`config.mk`:
```
export PLATFORM = sky130hd
export DESIGN_NAME = multicycle_alu_flat
export DESIGN_NICKNAME = d
export VERILOG_FILES = /design/src/rtl/multicycle_alu_if.sv /design/src/rtl/multicycle_alu.sv /design/src/flat_wrapper.sv
export SDC_FILE = /design/constraint.sdc
export NUM_CORES = 1
export LEC_CHECK = 0
export CORE_ASPECT_RATIO = 0.75
export CORE_MARGIN = 3
export CORE_UTILIZATION = 45
export CTS_CLUSTER_DIAMETER = 50
export DETAILED_ROUTE_END_ITERATION = 10
export HOLD_SLACK_MARGIN = 0.05
export PLACE_DENSITY_LB_ADDON = 0.12
export SYNTH_ARGS = -nofsm -noshare
export SYNTH_HDL_FRONTEND = slang
export SYNTH_SLANG_ARGS = --single-unit
```
`constraint.sdc`:
```
create_clock -name clk -period 5.1 [get_ports clk]
set_clock_uncertainty 0.1 [all_clocks]
set_input_delay 0.765 -clock clk [delete_from_list [all_inputs] [get_ports clk]]
set_output_delay 0.765 -clock clk [all_outputs]
set_load 0.01 [all_outputs]
```
`src/rtl/multicycle_alu_if.sv`:
```
// rtl/multicycle_alu_if.sv - operand/request and result bundle for multicycle_alu
// Overflow is present only when ALU_OVERFLOW_EN is defined.
interface multicycle_alu_if #(
  parameter int WIDTH = 32
);
  logic             start;
  logic [3:0]       ALUOperation;
  logic [WIDTH-1:0] A;
  logic [WIDTH-1:0] B;
  logic             busy;
  logic             done;
  logic [WIDTH-1:0] ALUResult;
  logic             Zero;
  logic [WIDTH-1:0] HI;
  logic [WIDTH-1:0] LO;
`ifdef ALU_OVERFLOW_EN
  logic             Overflow;
`endif

  modport master (
    output start, ALUOperation, A, B,
`ifdef ALU_OVERFLOW_EN
    input  Overflow,
`endif
    input  busy, done, ALUResult, Zero, HI, LO
  );

  modport slave (
    input  start, ALUOperation, A, B,
`ifdef ALU_OVERFLOW_EN
    output Overflow,
`endif
    output busy, done, ALUResult, Zero, HI, LO
  );
endinterface

```
`src/rtl/multicycle_alu.sv`:
```
// rtl/multicycle_alu.sv - registered ALU with iterative MULTU/DIVU into HI/LO
// Optional feature macro: ALU_OVERFLOW_EN (adds the Overflow output and its logic).
module multicycle_alu #(
  parameter int WIDTH = 32
) (
  input logic            clk,
  input logic            reset,
  multicycle_alu_if.slave bus
);
  localparam int SHW = $clog2(WIDTH);
  localparam logic [SHW-1:0] LAST = SHW'(WIDTH - 1);

  localparam logic [3:0] OP_AND  = 4'd0;
  localparam logic [3:0] OP_OR   = 4'd1;
  localparam logic [3:0] OP_NOR  = 4'd2;
  localparam logic [3:0] OP_ADD  = 4'd3;
  localparam logic [3:0] OP_SUB  = 4'd4;
  localparam logic [3:0] OP_LUI  = 4'd5;
  localparam logic [3:0] OP_SLT  = 4'd6;
  localparam logic [3:0] OP_SLL  = 4'd7;
  localparam logic [3:0] OP_SRL  = 4'd8;
  localparam logic [3:0] OP_MULT = 4'd9;
  localparam logic [3:0] OP_DIV  = 4'd10;

  typedef enum logic [1:0] {IDLE, MUL, DIV} state_t;

  state_t           state, next_state;
  logic [WIDTH-1:0] hi_q, lo_q, opnd_q;
  logic [SHW-1:0]   cnt_q;
  logic [WIDTH-1:0] alu_res;
  logic [WIDTH:0]   mul_sum, div_shift;
  logic [WIDTH-1:0] div_diff;
  logic [WIDTH-1:0] step_hi, step_lo;

  assign bus.busy = (state != IDLE);

  always_ff @(posedge clk) begin
    if (!reset) state <= IDLE;
    else        state <= next_state;
  end

  always_comb begin
    next_state = state;
    case (state)
      IDLE: begin
        if (bus.start && bus.ALUOperation == OP_MULT)     next_state = MUL;
        else if (bus.start && bus.ALUOperation == OP_DIV) next_state = DIV;
      end
      MUL, DIV: if (cnt_q == LAST) next_state = IDLE;
      default:  next_state = IDLE;
    endcase
  end

  always_comb begin
    alu_res = '0;
    case (bus.ALUOperation)
      OP_AND: alu_res = bus.A & bus.B;
      OP_OR:  alu_res = bus.A | bus.B;
      OP_NOR: alu_res = ~(bus.A | bus.B);
      OP_ADD: alu_res = bus.A + bus.B;
      OP_SUB: alu_res = bus.A - bus.B;
      OP_LUI: alu_res = {bus.B[WIDTH/2-1:0], {(WIDTH/2){1'b0}}};
      OP_SLT: alu_res = {{(WIDTH-1){1'b0}}, ($signed(bus.A) < $signed(bus.B))};
      OP_SLL: alu_res = bus.B << bus.A[SHW-1:0];
      OP_SRL: alu_res = bus.B >> bus.A[SHW-1:0];
      default: alu_res = '0;
    endcase
  end

`ifdef ALU_OVERFLOW_EN
  logic alu_ovf;

  always_comb begin
    alu_ovf = 1'b0;
    if (bus.ALUOperation == OP_ADD)
      alu_ovf = (bus.A[WIDTH-1] == bus.B[WIDTH-1]) && (alu_res[WIDTH-1] != bus.A[WIDTH-1]);
    else if (bus.ALUOperation == OP_SUB)
      alu_ovf = (bus.A[WIDTH-1] != bus.B[WIDTH-1]) && (alu_res[WIDTH-1] != bus.A[WIDTH-1]);
  end
`endif

  // {hi_q,lo_q} is the shift-add product register for MUL and the
  // remainder/quotient pair for DIV; opnd_q holds multiplicand or divisor.
  always_comb begin
    mul_sum   = {1'b0, hi_q} + (lo_q[0] ? {1'b0, opnd_q} : {(WIDTH+1){1'b0}});
    div_shift = {hi_q, lo_q[WIDTH-1]};
    div_diff  = div_shift[WIDTH-1:0] - opnd_q;
    if (state == MUL) begin
      step_hi = mul_sum[WIDTH:1];
      step_lo = {mul_sum[0], lo_q[WIDTH-1:1]};
    end else if (div_shift >= {1'b0, opnd_q}) begin
      step_hi = div_diff;
      step_lo = {lo_q[WIDTH-2:0], 1'b1};
    end else begin
      step_hi = div_shift[WIDTH-1:0];
      step_lo = {lo_q[WIDTH-2:0], 1'b0};
    end
  end

  always_ff @(posedge clk) begin
    if (!reset) begin
      hi_q          <= '0;
      lo_q          <= '0;
      opnd_q        <= '0;
      cnt_q         <= '0;
      bus.done      <= 1'b0;
      bus.ALUResult <= '0;
      bus.Zero      <= 1'b0;
      bus.HI        <= '0;
      bus.LO        <= '0;
`ifdef ALU_OVERFLOW_EN
      bus.Overflow  <= 1'b0;
`endif
    end else begin
      bus.done <= 1'b0;
      case (state)
        IDLE: begin
          if (bus.start) begin
            cnt_q <= '0;
            if (bus.ALUOperation == OP_MULT) begin
              hi_q   <= '0;
              lo_q   <= bus.B;
              opnd_q <= bus.A;
            end else if (bus.ALUOperation == OP_DIV) begin
              hi_q   <= '0;
              lo_q   <= bus.A;
              opnd_q <= bus.B;
            end else begin
              bus.ALUResult <= alu_res;
              bus.Zero      <= (alu_res == '0);
              bus.done      <= 1'b1;
`ifdef ALU_OVERFLOW_EN
              bus.Overflow  <= alu_ovf;
`endif
            end
          end
        end
        MUL, DIV: begin
          hi_q  <= step_hi;
          lo_q  <= step_lo;
          cnt_q <= cnt_q + 1'b1;
          // A zero divisor needs no special case: every trial subtract
          // succeeds, giving an all-ones quotient and remainder A.
          if (cnt_q == LAST) begin
            bus.HI        <= step_hi;
            bus.LO        <= step_lo;
            bus.ALUResult <= step_lo;
            bus.Zero      <= (step_lo == '0);
            bus.done      <= 1'b1;
`ifdef ALU_OVERFLOW_EN
            bus.Overflow  <= 1'b0;
`endif
          end
        end
        default: ;
      endcase
    end
  end
endmodule

```
`src/flat_wrapper.sv`:
```
// flat-port wrapper written by rule: the top's interface ports become plain ports
module multicycle_alu_flat 
#(
  parameter int WIDTH = 32
)
  (clk, reset, bus_start, bus_ALUOperation, bus_A, bus_B, bus_busy, bus_done, bus_ALUResult, bus_Zero, bus_HI, bus_LO);
  multicycle_alu_if #(.WIDTH(WIDTH)) bus_i ();
  input logic clk;
  input logic reset;
  input wire logic [$bits(bus_i.start)-1:0] bus_start;
  input wire logic [$bits(bus_i.ALUOperation)-1:0] bus_ALUOperation;
  input wire logic [$bits(bus_i.A)-1:0] bus_A;
  input wire logic [$bits(bus_i.B)-1:0] bus_B;
  output wire logic [$bits(bus_i.busy)-1:0] bus_busy;
  output wire logic [$bits(bus_i.done)-1:0] bus_done;
  output wire logic [$bits(bus_i.ALUResult)-1:0] bus_ALUResult;
  output wire logic [$bits(bus_i.Zero)-1:0] bus_Zero;
  output wire logic [$bits(bus_i.HI)-1:0] bus_HI;
  output wire logic [$bits(bus_i.LO)-1:0] bus_LO;
  assign bus_i.start = bus_start;
  assign bus_i.ALUOperation = bus_ALUOperation;
  assign bus_i.A = bus_A;
  assign bus_i.B = bus_B;
  assign bus_busy = bus_i.busy;
  assign bus_done = bus_i.done;
  assign bus_ALUResult = bus_i.ALUResult;
  assign bus_Zero = bus_i.Zero;
  assign bus_HI = bus_i.HI;
  assign bus_LO = bus_i.LO;
  multicycle_alu #(.WIDTH(WIDTH)) u_core (.clk(clk), .reset(reset), .bus(bus_i));
endmodule
```
=== Word level (Yosys, flattened, before mapping) ===
Cells that the tools add are included.

* Equality and inequality tests: 19
* Bitwise operators: 3
* Add/sub/neg operators: 5
* Multiplexer cells: 37
* Reduce and logical (&&, ||, !) cells: 16
* $lt $le $gt $ge: 2
* Shift operators: 2

{| class="wikitable"
|+ Operators with widths
! kind !! count
|-
| two-way mux 32 bit || 16
|-
| one-hot mux 32 bit (9 select lines) || 1
|-
| one-hot mux 32 bit (2 select lines) || 3
|-
| logical NOT 32 bit || 2
|-
| subtractor 32 bit || 2
|-
| adder 32 x 33 -> 33 bit || 1
|-
| >= comparator 33 x 32 -> 1 bit || 1
|-
| adder 32 bit || 1
|-
| bitwise AND 32 bit || 1
|-
| less-than comparator 32 bit || 1
|-
| inverter 32 bit || 1
|-
| bitwise OR 32 bit || 1
|-
| left shift 32 x 5 -> 32 bit || 1
|-
| right shift 32 x 5 -> 32 bit || 1
|-
| equality test 4 x 3 -> 1 bit, second input constant || 4
|-
| equality test 4 bit, second input constant || 3
|-
| one-hot mux 5 bit (2 select lines) || 1
|-
| two-way mux 1 bit || 9
|-
| equality test 4 x 2 -> 1 bit, second input constant || 2
|-
| two-way mux 2 bit || 3
|-
| != test 2 bit, second input constant || 3
|-
| != test 3 x 1 -> 1 bit, second input constant || 2
|-
| AND reduction 2 bit || 3
|-
| AND reduction 3 bit || 2
|-
| other kinds (15) || 19
|}

* Flip-flop bits (word level): 201

=== Depth between registers and ports, before layout ===
* Depth in word-level cells: 8
* Mapped depth: 18
* Depth with buffers taken out: 15

=== Worst setup path after synthesis ===
Ideal clock, no wire load.

* Path type: in2reg
* Start: input port bus_A[0]
* End: register u_core.bus.Zero
* Stages: 17
* Path buffers: 4
* Arrival: 4.467 ns
* Path slack: 0.464 ns
* Cells stage by stage: buf_6 buf_6 buf_4 buf_2 inv_1 ha_1 fa_1 o21bai_1 nand3_1 a21oi_1 o41ai_1 a211o_1 a2111oi_0 nand4bb_2 nor4_1 nand4_1 o21ai_1

* Cells in the longest elaborated chain, start to end: 8
* Elaborated cells on any way between the ends: 14
* Classes of those cells: 2 x add/sub; 1 x order compare; 2 x shift; 5 x mux; 3 x bitwise; 1 x reduce/logical

{| class="wikitable"
|+ RTL lines
! what !! RTL line !! RTL
|-
| start, declared || flat_wrapper.sv:12 || <nowiki>input wire logic [$bits(bus_i.A)-1:0] bus_A;</nowiki>
|-
| branches (longest 2 deep; another with subtractor 32 bit) || n/a ||
|-
| one-hot mux 32 bit (9 select lines) * || multicycle_alu.sv:56 || <nowiki>case (bus.ALUOperation)</nowiki>
|-
| logical NOT 32 bit * || multicycle_alu.sv:130 || <nowiki>bus.Zero <= (alu_res == '0);</nowiki>
|-
| two-way mux 1 bit * || multicycle_alu.sv:124 || <nowiki>end else if (bus.ALUOperation == OP_DIV) begin</nowiki>
|-
| two-way mux 1 bit * || multicycle_alu.sv:120 || <nowiki>if (bus.ALUOperation == OP_MULT) begin</nowiki>
|-
| two-way mux 1 bit * || multicycle_alu.sv:118 || <nowiki>if (bus.start) begin</nowiki>
|-
| one-hot mux 1 bit (2 select lines) * || multicycle_alu.sv:116 || <nowiki>case (state)</nowiki>
|-
| end signal, assigned || multicycle_alu.sv:130 ||
|-
| end signal, assigned || multicycle_alu.sv:148 || <nowiki>bus.Zero <= (step_lo == '0);</nowiki>
|-
| end, declared || multicycle_alu_if.sv:33 || <nowiki>output busy, done, ALUResult, Zero, HI, LO</nowiki>
|}

Every way passes the cells marked *. The select of a mux whose other input is x is not followed.
A chain may end at the register's enable or synchronous reset.

=== Final worst setup path ===
* Start: input port bus_B[5]
* End: register u_core.bus.Zero

* Cells in the longest elaborated chain, start to end: 8
* Elaborated cells on any way between the ends: 14
* Classes of those cells: 2 x add/sub; 1 x order compare; 2 x shift; 5 x mux; 3 x bitwise; 1 x reduce/logical

{| class="wikitable"
|+ RTL lines
! what !! RTL line !! RTL
|-
| start, declared || flat_wrapper.sv:13 || <nowiki>input wire logic [$bits(bus_i.B)-1:0] bus_B;</nowiki>
|-
| branches (longest 2 deep; another with subtractor 32 bit) || n/a ||
|-
| one-hot mux 32 bit (9 select lines) * || multicycle_alu.sv:56 ||
|-
| logical NOT 32 bit * || multicycle_alu.sv:130 ||
|-
| two-way mux 1 bit * || multicycle_alu.sv:124 ||
|-
| two-way mux 1 bit * || multicycle_alu.sv:120 ||
|-
| two-way mux 1 bit * || multicycle_alu.sv:118 ||
|-
| one-hot mux 1 bit (2 select lines) * || multicycle_alu.sv:116 ||
|}

Marks and branches as above.

==> metrics.yaml <==
fmax_mhz: 210
vias_per_cell: 6.96
cts.sink_count: 201
fin_crit_sh: 0.936
p_switching_uw: 2670
cts-root-buf: "clkbuf_16"
synthDominantCellAreaShare: 0.181
max_slew_margin: 0.165
synth_seq_cells: 201
area_growth_pct: 22.7
die_y_um: 199
insertion_delay_ns: 0.53
run_status: "completed"
wl_met3_um: 19600
p_clk_frac: 0.245
hpwl_um: 96400
first_iter_violations: 4475
vias: 27503
ctsResizeCount: 0
fillers: 4423
crit_arrival_ns: 5.14
ant_nets: 0
intPower_uw: 3540
hold_ws_ns: 0.364
tightest_slew_ns: 1.25
synthTopCellsByCount: "nand2_1, dfxtp_1, nor2_1"
ctsHtreeMaxLevel: 1
ys_types: 89
nets: 3546
p_total_uw: 6210
setup_viol: 0
grt_max_degree: 77
final_util: 0.568
netlist_area_mm2: 0.0223
cts_setup_buffers: 0
cts_tree: "yes"
io_pins: 170
antenna_found_initial: 10
synth_area_leaders: "dfxtp_1, ha_1, nand2_1"
cp-start-kind: "input port"
wl_met2_um: 46000
synth_ff_type: "dfxtp_1"
clockBufferDepth: 3
period_needed_ns: 4.77
comb_power_share: 0.478
grt_pass1_vias: 25277
initial_core_util: 0.463
finalHoldViolations: 0
hold_buffers: 0
p_leak_uw: 0.0118
p_per_area_mw_per_mm2: 227
die_area_mm2: 0.0522
netlist.top_cell.by_area: "dfxtp_1"
gp_congestion: 1.12
final_max_slew_viol_count: 0
post_synth.cell_area_avg_um2: 7.48
drc: 0
cap_violations: 0
p_sw_frac: 0.430
fp.coreArea_mm2: 0.0481
fin_tns_setup_ns: 0
grt_usage: 0.444
required_ns: 5.47
rows: 69
power_frac_seq: 0.277
async_flop_share: 0
worst_hold_path_type: "register to register"
critPathMaxFanout: 9
ys_seq_area_frac: 0.181
wl_per_cell_um: 30.7
ir_drop_uv: 305
topRoutingLayerUsed: "met5"
first_pass_iters: 8
drive_above_1_share: 0.142
drt-met1-wl_um: 50300
worst-setup-path-type: "input port to register"
routed_wl_um: 121000
port_buffers: 169
clk_pin_slew_worst_paths_ns: 0.07
die_w_um: 263
grt_overflow: 0
cts_made_buffers: 21
synthMostInstantiatedCell: "nand2_1"
end_kind: "register"
grt_first_pass_wirelength_um: 174000
synth_nets: 3226
yosysWarningCount: 0
synthCells: 2977
synth-edff-count: 0
rsz0062_at_grt: "no"
[metrics by stage]
stage	instances	setup WS, ns	area (um2)
3_3_place_gp	3913	0.0174	26700
3_5_place_dp	3913	0.0632	26700
6_report	3954	0.329	27300
4_1_cts	3950	0.580	27300
5_1_grt	3950	0.216	27300
2_1_floorplan	2977	0.464	22300
[power groups by stage]
stage	Sequential [uW]	Clock, uW	Combinational [uW]
2_1_floorplan	1740	0	1540
3_3_place_gp	1750	0	2780
3_5_place_dp	1750	0	2800
4_1_cts	1710	1510	2820
5_1_grt	1720	1570	3080
6_report	1720	1520	2970
[worst max-delay path, cell delays in order]
cell             delay (ns)
clkdlybuf4s50_1        0.49
buf_4                  0.22
mux4_1                 0.60
buf_4                  0.18
nand2_1                0.07
nand2_1                0.05
a32o_1                 0.26
a211oi_1               0.67
buf_4                  0.26
o221ai_1               0.35
nor4b_1                0.40
nand4b_1               0.20
nor4_1                 0.21
buf_4                  0.17
nand4_1                0.10
o21ai_1                0.14
[final cells by class]
class                           count  area [um2]  share of cell area
Antenna cell                        4        10.0            0.000366
Clock buffer                       27         568              0.0208
Clock inverter                     10        72.6             0.00266
Inverter                          154         578              0.0212
Multi-Input combinational cell   2402       16800               0.615
Sequential cell                   201        4020               0.147
Tap cell                          639         800              0.0293
Timing Repair Buffer              517        4470               0.163
[worst paths after layout]
check | startpoint | cells after the start | to | slack [ns]
setup / recovery | bus_B[5] | 16 | u_core.bus.Zero | 0.33
hold / removal | u_core.bus.HI[3] | 2 | u_core.bus.HI[3] | 0.36
setup reg to reg | u_core.lo_q[0] | 13 | u_core.bus.HI[29] | 0.44
hold reg to reg | u_core.bus.HI[3] | 2 | u_core.bus.HI[3] | 0.36
[flip-flops by register name, indices dropped and copies added, names as in the netlist]
signal and flops:
u_core.bus.LO 32, u_core.bus.HI 32, u_core.opnd_q 32, u_core.bus.done 1
u_core.cnt_q 5, u_core.bus.ALUResult 32, u_core.bus.Zero 1, u_core.state 2
u_core.hi_q 32, u_core.lo_q 32
[metal layers]
metal | up-vias | global-route usage
met3 | 346 | 0.180
met1 | 13218 | 0.626
met5 | - | 0
li1 | 11723 | -
met4 | 10 | 0.159
met2 | 2206 | 0.602
[cells by family (layout without fill, tap and decap cells)]
| logic type | after synthesis | after routing | synth area share |
|---|---|---|---|
| AO/OA/AOI/OAI | 998 | 998 | 0.317 |
| XOR/XNOR | 62 | 62 | 0.0244 |
| adder cells (fa/ha/maj) | 178 | 178 | 0.101 |
| buffers and inverters | 374 | 708 | 0.0689 |
| flip-flops | 201 | 201 | 0.181 |
| multiplexers | 142 | 142 | 0.0902 |
| other | 0 | 4 | 0 |
| AND/OR/NAND/NOR | 1022 | 1022 | 0.217 |
[placed cells by master, fill, tap and decap left out, types with 23 or more instances in the layout]
master           instances
a211oi_1                54
o221ai_1                25
nor2_1                 187
nand2_1                376
o311ai_0                26
nor3_1                  82
a21oi_1                171
xnor2_1                 43
inv_1                  149
mux2i_1                 84
nand4_1                 24
nor2b_1                 50
o31ai_1                 27
mux4_2                  35
and2_1                  52
a21boi_0                74
nand2b_1                36
nand3_1                 98
a22oi_1                 29
o211a_1                 70
clkdlybuf4s50_1        165
o21ai_0                150
o21a_1                  23
o211ai_1                92
dfxtp_1                201
ha_1                   172
nor4_1                  28
a31oi_1                 24
buf_4                  335
a21o_1                  47
o22ai_1                 27
No activity file was read; power rests on OpenSTA's default activity.
